`src/rtl/mvau_stream_acc_out_pkg.sv`:
```
// Shared definitions for the MVAU stream accumulator: default lane width, lane type and
// a generic sign-extension helper usable at any operand width.
package mvau_defn;

    localparam int unsigned EXT_W      = 64;
    localparam int unsigned TO_DEFAULT = 24;

    typedef logic signed [TO_DEFAULT-1:0] acc_t;

    // Sign-extend the low w bits of v to EXT_W bits; callers truncate to their lane width.
    function automatic logic [EXT_W-1:0] sext(input logic [EXT_W-1:0] v, input int unsigned w);
        logic [EXT_W-1:0] r;
        logic [5:0]       sb;
        sb = 6'(w - 1);
        for (int i = 0; i < EXT_W; i++) begin
            r[i] = (i < int'(w)) ? v[i] : v[sb];
        end
        return r;
    endfunction

endpackage

```
`src/rtl/mvau_stream_acc_out_lane.sv`:
```
// One PE lane: sign-extends the partial product, accumulates modulo 2^TO and registers
// the finished dot product on the last beat.
module mvau_stream_acc_lane
    import mvau_defn::*;
#(
    parameter int unsigned DP_W = 16,
    parameter int unsigned TO   = 24
) (
    input  logic            clk,
    input  logic            rst,
    input  logic            v,
    input  logic            first,
    input  logic            last,
    input  logic [DP_W-1:0] dp,
    output logic [TO-1:0]   out
);

    logic [TO-1:0] acc_q;
    logic [TO-1:0] out_q;
    logic [TO-1:0] dp_ext;
    logic [TO-1:0] sum;

    assign dp_ext = TO'(sext(EXT_W'(dp), DP_W));
    assign sum    = (first ? '0 : acc_q) + dp_ext;

    always_ff @(posedge clk) begin
        if (rst) begin
            acc_q <= '0;
            out_q <= '0;
        end else if (v) begin
            acc_q <= sum;
            if (last) begin
                out_q <= sum;
            end
        end
    end

    assign out = out_q;

endmodule

```
`src/rtl/mvau_stream_acc_out.sv`:
```
// MVAU output accumulator: realigns control to the multiplier latency, accumulates
// per-PE partial sums over SF beats and flags framing errors.
module mvau_stream_acc_out
    import mvau_defn::*;
#(
    parameter int unsigned PE      = 2,
    parameter int unsigned SF      = 8,
    parameter int unsigned DP_W    = 16,
    parameter int unsigned TO      = TO_DEFAULT,
    parameter int unsigned MUL_LAT = 2
) (
    input  logic               clk,
    input  logic               rst,
    input  logic               do_mvau_stream,
    input  logic               sf_clr,
    input  logic [PE*DP_W-1:0] dp_in,
    output logic               out_v,
    output logic [PE*TO-1:0]   out,
    output logic               err
);

    localparam int unsigned CNT_W = (SF > 1) ? $clog2(SF) : 1;

    logic             v_dly;
    logic             last_dly;
    logic             first_q;
    logic [CNT_W-1:0] cnt_q;
    logic             err_q;
    logic             out_v_q;
    logic             cnt_last;

    if (MUL_LAT == 0) begin : g_no_dly
        assign v_dly    = do_mvau_stream;
        assign last_dly = sf_clr;
    end else begin : g_dly
        logic [MUL_LAT-1:0] v_sr_q;
        logic [MUL_LAT-1:0] last_sr_q;

        // Concatenate-then-truncate shifts in the new bit and works for MUL_LAT == 1.
        always_ff @(posedge clk) begin
            if (rst) begin
                v_sr_q    <= '0;
                last_sr_q <= '0;
            end else begin
                v_sr_q    <= MUL_LAT'({v_sr_q, do_mvau_stream});
                last_sr_q <= MUL_LAT'({last_sr_q, sf_clr});
            end
        end

        assign v_dly    = v_sr_q[MUL_LAT-1];
        assign last_dly = last_sr_q[MUL_LAT-1];
    end

    assign cnt_last = (cnt_q == CNT_W'(SF - 1));

    always_ff @(posedge clk) begin
        if (rst) begin
            first_q <= 1'b1;
            cnt_q   <= '0;
            err_q   <= 1'b0;
            out_v_q <= 1'b0;
        end else begin
            out_v_q <= v_dly && last_dly;
            if (v_dly) begin
                first_q <= last_dly;
                cnt_q   <= (last_dly || cnt_last) ? '0 : cnt_q + CNT_W'(1);
                if (last_dly != cnt_last) begin
                    err_q <= 1'b1;
                end
            end
        end
    end

    for (genvar p = 0; p < PE; p++) begin : g_lane
        mvau_stream_acc_lane #(
            .DP_W (DP_W),
            .TO   (TO)
        ) u_lane (
            .clk   (clk),
            .rst   (rst),
            .v     (v_dly),
            .first (first_q),
            .last  (last_dly),
            .dp    (dp_in[p*DP_W +: DP_W]),
            .out   (out[p*TO +: TO])
        );
    end

    assign out_v = out_v_q;
    assign err   = err_q;

endmodule

```
`config.mk`:
```
export PLATFORM = sky130hd
export DESIGN_NAME = mvau_stream_acc_out
export DESIGN_NICKNAME = d
export VERILOG_FILES = /design/src/rtl/mvau_stream_acc_out_pkg.sv /design/src/rtl/mvau_stream_acc_out_lane.sv /design/src/rtl/mvau_stream_acc_out.sv
export SDC_FILE = /design/constraint.sdc
export NUM_CORES = 1
export LEC_CHECK = 0
export BUFFER_PORTS_ARGS = -buffer_cell sky130_fd_sc_hd__buf_2
export CORE_MARGIN = 1.5
export CORE_UTILIZATION = 23
export DETAILED_ROUTE_END_ITERATION = 8
export MAX_ROUTING_LAYER = met4
export PLACE_DENSITY = 0.43
export SETUP_SLACK_MARGIN = 0.05
export SYNTH_ARGS = -nofsm -noshare
export SYNTH_HDL_FRONTEND = slang
export SYNTH_SLANG_ARGS = --single-unit
```
`constraint.sdc`:
```
create_clock -name clk -period 5.25 [get_ports clk]
set_input_delay 1.575 -clock clk [delete_from_list [all_inputs] [get_ports clk]]
set_output_delay 1.575 -clock clk [all_outputs]
set_load 0.02 [all_outputs]
```
# Word-level counts from Yosys, hierarchy flattened
# Index checks and enable logic that the tools add are counted.
# Widths: inputs -> output; s select.
[totals] out_inout_bits=50 ff_bits=106 inputBits=36
[op_classes] n_reduce_logical=4 addsub=3 eq_ne=2 mux=3
[ops] cell="$add 24x24->24" count=2
[ops] cell="$mux 24" count=2
[ops] cell="$reduce_and 2->1" count=2
[ops] cell="$add 3x1->3 const B" count=1
[ops] cell="$eq 3x3->1 const B" count=1
[ops] cell="$mux 3" count=1
[ops] cell="$logic_and 1x1->1" count=1
[ops] cell="$logic_or 1x1->1" count=1
[ops] cell="$ne 1x1->1" count=1

# Longest topological paths before layout
# Gate-level depths: netlist (run 1).
[logic_depth] ltp_word=3 mapped_depth=13

# By module
# From an unflattened synthesis (run 1), not the netlist that was laid out.
[unflattened] cells_unflattened=902 hier_area_um2=7125.6
[modules_own_cells] module="mvau_stream_acc_lane (g_lane[1].u_lane)" area_each_um2=3661.0 seq_area_each_um2=960.9 n_inst=1 cells_per_inst=479
[modules_own_cells] module="mvau_stream_acc_lane (g_lane[0].u_lane)" area_each_um2=3096.7 seq_area_each_um2=960.9 n_inst=1 cells_per_inst=386
[modules_own_cells] module="mvau_stream_acc_out" area_each_um2=367.9 seq_area_each_um2=200.2 n_inst=1 cells_per_inst=37

# Worst setup path after synthesis (run 1)
# Ideal clock, no wire load.
[synth_timing] kind="input -> register" start="in dp_in[0]" end="reg g_lane[0].u_lane.acc_q[22]" setup_ns=0.130 arrival_time_ns=3.595 slack_ns=1.525 cell_stages=10 cell_sequence="ha_1 -> fa_1 -> a21o_1 -> a311o_1 -> or3b_1 -> a31o_2 -> o21ai_2 -> o41ai_2 -> or4_1 -> o211ai_2"
[synth_via] elab_chain_len=1
[synth_lines] item="from (decl)" line_no="mvau_stream_acc_out.sv:16" text="input logic [PE*DP_W-1:0] dp_in,"
[synth_lines] item="$add 24x24->24" line_no="mvau_stream_acc_out_lane.sv:24" text="assign sum = (first ? '0 : acc_q) + dp_ext;"
[synth_lines] item="to (signal assigned)" line_no="mvau_stream_acc_out_lane.sv:31" text="acc_q <= sum;"
[synth_lines] item="to (decl)" line_no="mvau_stream_acc_out_lane.sv:18" text="logic [TO-1:0] acc_q;"
# No other way between the ends.
# A chain may end at the register's enable or synchronous reset.

# Worst setup path in the final report (run 1)
[layout_timing] start="in dp_in[16]" end="reg g_lane[1].u_lane.acc_q[20]"
[layout_via] elab_chain_len=1
[layout_lines] item="$add 24x24->24" line_no="mvau_stream_acc_out_lane.sv:24"
[layout_lines] item="to (signal assigned)" line_no="mvau_stream_acc_out_lane.sv:31"
[layout_lines] item="to (decl)" line_no="mvau_stream_acc_out_lane.sv:18"
# No other way between the ends.

==> results of run 1 <==
## sequential cells by signal (all words and copies together) (netlist names)
register             count
g_lane.u_lane.acc_q     48
g_lane.u_lane.out       48
cnt_q                    3
g_dly.last_sr_q          2
g_dly.v_sr_q             2
err                      1
first_q                  1
out_v                    1
## worst paths after layout
| kind | from | endpoint | slack [ps] | cells past startpoint |
|---|---|---|---|---|
| hold reg to reg | g_dly.v_sr_q[0]$_SDFF_PP0_ | g_dly.v_sr_q[1]$_SDFF_PP0_ | 440 | 1 |
| setup / recovery | dp_in[16] | g_lane[1].u_lane.acc_q[20]$_SDFFE_PP0P_ | 1360 | 11 |
| hold / removal | g_dly.v_sr_q[0]$_SDFF_PP0_ | g_dly.v_sr_q[1]$_SDFF_PP0_ | 440 | 1 |
| setup reg to reg | first_q$_SDFFE_PP1P_ | g_lane[1].u_lane.acc_q[20]$_SDFFE_PP0P_ | 1850 | 11 |
## cell type report
type	instances	area [sq um]
Tap cell	378	473
Timing Repair Buffer	93	488
Fill cell	3126	20300
Sequential cell	106	2120
Multi-Input combinational cell	649	4200
Clock buffer	10	239
Clock inverter	6	63.8
Inverter	17	63.8
## cell families (layout without fill, tap and decap cells)
| kind of cell | after synthesis | after routing | share of synthesized area [%] |
|---|---|---|---|
| AND/OR/NAND/NOR | 331 | 331 | 24.9 |
| AO/OA/AOI/OAI | 207 | 207 | 20.4 |
| flip-flops | 106 | 106 | 32.3 |
| buffers and inverters | 67 | 126 | 3.98 |
| adder cells (fa/ha/maj) | 51 | 51 | 9.93 |
| XOR/XNOR | 32 | 32 | 4.26 |
| multiplexers | 28 | 28 | 4.26 |
## worst max-delay path, cell delays in order
cell,delay [ps]
buf_2,100
ha_1,220
fa_1,430
a211oi_1,380
o21ai_0,230
nand4_1,190
a31oi_1,170
o21ai_0,320
mux2i_1,220
and3_1,190
o22ai_1,80
## stage by stage
step	utilization, %	setup WS (ps)	total power [mW]
after global placement	26.3	1040	1.05
after detailed placement	26.3	985	1.05
after floorplan	-	1530	0.993
final	27.4	1360	1.75
after CTS	27.4	1360	1.80
after global routing	27.4	1090	1.85
## cell usage in the layout, fill, tap and decap left out, types with 5 or more instances in the layout
| cell | count |
|---|---|
| nand4_1 | 5 |
| ha_1 | 49 |
| dfxtp_1 | 104 |
| buf_2 | 84 |
| inv_1 | 16 |
| a21oi_1 | 84 |
| o21bai_1 | 7 |
| xnor2_1 | 18 |
| o211ai_1 | 5 |
| nand2b_1 | 6 |
| a21o_1 | 21 |
| nor3_1 | 10 |
| o21ai_0 | 29 |
| nand3b_1 | 15 |
| or3_1 | 7 |
| buf_4 | 9 |
| nand3_1 | 28 |
| nor2b_1 | 56 |
| mux2i_1 | 28 |
| and3_1 | 7 |
| nor2_1 | 65 |
| clkbuf_16 | 9 |
| o22ai_1 | 5 |
| a211oi_1 | 16 |
| xor2_1 | 14 |
| nand2_1 | 106 |
| o21a_1 | 6 |
| a31oi_1 | 5 |
## where the power goes
group | total, mW | switching, mW | internal (mW)
clock network | 0.719 | 0.335 | 0.384
registers | 0.835 | 0.0119 | 0.823
logic | 0.199 | 0.122 | 0.0767
## routing by layer
metal  wire (microns)  vias up  share of wire [%]  GRT usage [%]
met5                0        -                  0              -
met2             8150      100                 44           20.9
met3              699       11                3.8           2.31
li1                 -     3008                  -              -
met1             9410     2680                 51           17.6
met4              141        0               0.77           2.95
==> results.py, run 1 <==
metrics = {
    "sta": {
        "tns_ps": 0,
        "min_period_over_period_pct": 74.1,
        "setup_viol": 0,
        "min_period_ps": 3890,
        "tightest_slew_ps": 913,
        "hold_viol": 0,
        "max_freq_mhz": 257,
        "hold_slack_ps": 444,
        "rsz0062_at_grt": "no",
        "slew_viol_final": 0,
        "timing.slew.headroom_pct": 39.0,
        "fin_skew_ps": 7.64,
    },
    "clock_network": {
        "cts_setup_buffers": 0,
        "cts-buffers-inserted": 9,
        "clk_latency_ps": 350,
        "clk_pin_slew_ps": 80,
        "holdBufCountCts": 0,
        "tritoncts": "done",
        "cts_buffer_depth": 2,
        "clock_sinks": 106,
        "root_buffer": "clkbuf_16",
        "htree_levels": 3,
        "cts_resized": 0,
    },
    "placed_design": {
        "globalplace.congestion": 0.788,
        "dpl-instance-area_sq_mm": 0.00735,
        "place_hpwl_microns": 13000,
        "numPortBuffers": 85,
        "placed_cells": 1243,
    },
    "critical_path": {
        "critPathLaunchType": "input pin",
        "arrival_ps": 4110,
        "critPathRequiredTime_ps": 5470,
        "crit_type": "input pin to flip-flop",
        "worst-path-max-fanout": 3,
        "critical_path.endpoint_type": "flip-flop",
    },
    "drt": {
        "vias": 5799,
        "routed_wl_microns": 18400,
        "wire_per_inst_microns": 14.6,
        "vias_per_cell": 4.61,
        "ant_nets": 0,
        "drtIter0Drc": 271,
        "firstDrtPassIters": 4,
        "post-route-drc-count": 0,
    },
    "synth": {
        "synth_area_sq_mm": 0.00658,
        "synth_fp_nets": 909,
        "synth_seq_cells": 106,
        "synth_edf_count": 0,
        "synth.area.top_cells": "dfxtp_1, ha_1, a21oi_1",
        "seq_area_frac_synth_pct": 32.3,
        "syn_inst": 822,
        "avgSynthCellArea_sq_um": 8.00,
        "async_flop_share_pct": 0,
        "synthFlopType": "dfxtp_1",
        "synth_commonest_cells": "nand2_1, dfxtp_1, a21oi_1",
        "yosysMostFrequentCell": "nand2_1",
        "ys_types": 64,
        "synth_top_area_share_pct": 32.3,
        "synth.largest_area_cell": "dfxtp_1",
        "ys_warn_count": 0,
    },
    "global_routing": {
        "grt_pass1_wl_microns": 30100,
        "grt_pass1_vias": 5707,
        "grt_max_degree": 69,
        "grt_use_total_pct": 13.2,
        "overflow": 0,
        "antenna_found_initial": 0,
    },
    "layout": {
        "stdcell_count": 1259,
        "fin_nets": 963,
        "drive_gt1_share_pct": 14.3,
        "antenna_cells": 0,
        "design_area_sq_mm": 0.00766,
        "area_growth_pct": 16.4,
    },
    "die": {
        "rows": 61,
        "fp.dieW_microns": 172,
        "initial_core_util_pct": 23.5,
        "io_pins": 86,
        "die_area_sq_mm": 0.0296,
        "core_area_sq_mm": 0.0279,
        "chipHeight_microns": 172,
    },
    "worst_hold_path": {
        "hold_path.class": "flip-flop to flip-flop",
    },
    "power": {
        "p_leak_nw": 3.08,
        "max-vdd-ir-drop_mv": 0.143,
        "cellPowerDensity_mw_per_mm2": 229,
    },
    "status": {
        "outcome": "complete, no violations",
    },
    "job": {
        "cap_violations": 0,
    },
}
(Power assumes the default switching activity.)
==> run 2: changes to the inputs <==
==> constraint.sdc (replaced) <==
create_clock -name clk -period 4.05 [get_ports clk]
set_input_delay 1.215 -clock clk [delete_from_list [all_inputs] [get_ports clk]]
set_output_delay 1.215 -clock clk [all_outputs]
set_load 0.02 [all_outputs]
==> results.py, run 2 (synthesis results as in run 1) <==
metrics = {
    "drt": {
        "drtIter0Drc": 251,
        "firstDrtPassIters": 5,
        "wire_per_inst_microns": 14.7,
        "post-route-drc-count": 0,
        "vias": 5772,
        "routed_wl_microns": 18600,
        "ant_nets": 0,
        "vias_per_cell": 4.56,
    },
    "sta": {
        "fin_skew_ps": 9.55,
        "timing.slew.headroom_pct": 35.5,
        "rsz0062_at_grt": "no",
        "max_freq_mhz": 284,
        "tns_ps": 0,
        "hold_viol": 0,
        "min_period_over_period_pct": 86.8,
        "tightest_slew_ps": 967,
        "hold_slack_ps": 439,
        "min_period_ps": 3520,
        "slew_viol_final": 0,
        "setup_viol": 0,
    },
    "layout": {
        "layout_common_cells": "nand2_1, dfxtp_1, a21oi_1, buf_2, nor2_1",
        "area_growth_pct": 16.9,
        "drive_gt1_share_pct": 15.1,
        "antenna_cells": 0,
        "fin_nets": 971,
        "mostFrequentLayoutCell": "nand2_1",
        "finish.utilization_pct": 27.5,
        "design_area_sq_mm": 0.00769,
    },
    "die": {
        "core_area_sq_mm": 0.0279,
        "initial_core_util_pct": 23.5,
        "rows": 61,
        "die_area_sq_mm": 0.0296,
        "io_pins": 86,
        "fp.dieW_microns": 172,
        "chipHeight_microns": 172,
    },
    "global_routing": {
        "overflow": 0,
        "grt_pass1_wl_microns": 30700,
        "antenna_found_initial": 0,
        "grt_use_total_pct": 13.5,
        "grt_max_degree": 91,
        "grt_pass1_vias": 5798,
    },
    "status": {
        "outcome": "complete, no violations",
    },
    "placed_design": {
        "dpl-instance-area_sq_mm": 0.00741,
        "globalplace.congestion": 0.801,
        "place_hpwl_microns": 13300,
        "numPortBuffers": 85,
    },
    "critical_path": {
        "critPathRequiredTime_ps": 4250,
        "reg2reg_depth": 11,
        "crit_type": "input pin to flip-flop",
        "arrival_ps": 3710,
        "worst-path-max-fanout": 3,
        "critPathLaunchType": "input pin",
        "critical_path.endpoint_type": "flip-flop",
    },
    "clock_network": {
        "clk_pin_slew_ps": 80,
        "htree_levels": 3,
        "clk_latency_ps": 360,
        "clock_sinks": 106,
        "holdBufCountCts": 0,
        "root_buffer": "clkbuf_16",
        "tritoncts": "done",
        "cts-buffers-inserted": 9,
        "cts_resized": 0,
        "cts_buffer_depth": 2,
        "cts_setup_buffers": 0,
    },
    "worst_hold_path": {
        "hold_path.class": "flip-flop to flip-flop",
        "hold_path_depth": 1,
    },
    "power": {
        "cellPowerDensity_mw_per_mm2": 288,
        "p_leak_nw": 3.11,
        "total_power_mw": 2.22,
        "max-vdd-ir-drop_mv": 0.156,
    },
    "job": {
        "cap_violations": 0,
    },
}
run 2: power breakdown:
part	switching, mW	total (mW)	internal [mW]
Sequential	0.0165	1.08	1.07
Clock	0.447	0.871	0.424
Combinational	0.159	0.261	0.102
Total	0.622	2.22	1.59
run 2: per-layer routing:
layer / up-vias / global-route usage (%) / wire length, microns
li1: 3027 / - / -
met1: 2646 / 18.0 / 9500
met2: 95 / 21.6 / 8420
met3: 4 / 2.33 / 637
met4: 0 / 2.61 / 66
met5: - / - / 0
run 2: layout make-up:
type	count	area, sq um
tap	378	473
inverter	17	63.8
clock buffer	9	225
sequential	106	2120
multi-input combinational	649	4200
timing repair buffer	101	548
fill	3133	20200
clock inverter	7	53.8
run 2: critical path, stage by stage:
cell and delay, ps:
buf_2 100, ha_1 210, fa_1 430, a211oi_1 350, o21ai_0 240, nand4_1 200
a31oi_1 160, o21ai_0 320, mux2i_1 210, and3_1 190, o22ai_1 80
run 2: path summary, 6_finish.rpt:
kind,start,end,slack [ps]
setup / recovery,dp_in[16],g_lane[1].u_lane.acc_q[20]$_SDFFE_PP0P_,530
hold / removal,g_dly.v_sr_q[0]$_SDFF_PP0_,g_dly.v_sr_q[1]$_SDFF_PP0_,440
setup reg to reg,first_q$_SDFFE_PP1P_,g_lane[1].u_lane.acc_q[20]$_SDFFE_PP0P_,840
hold reg to reg,g_dly.v_sr_q[0]$_SDFF_PP0_,g_dly.v_sr_q[1]$_SDFF_PP0_,440
run 2: metrics by stage:
step | instances | setup WS, ps
after floorplan | 822 | 685
after global placement | 1251 | 173
after detailed placement | 1251 | 175
after CTS | 1267 | 544
after global routing | 1267 | 283
final | 1267 | 535
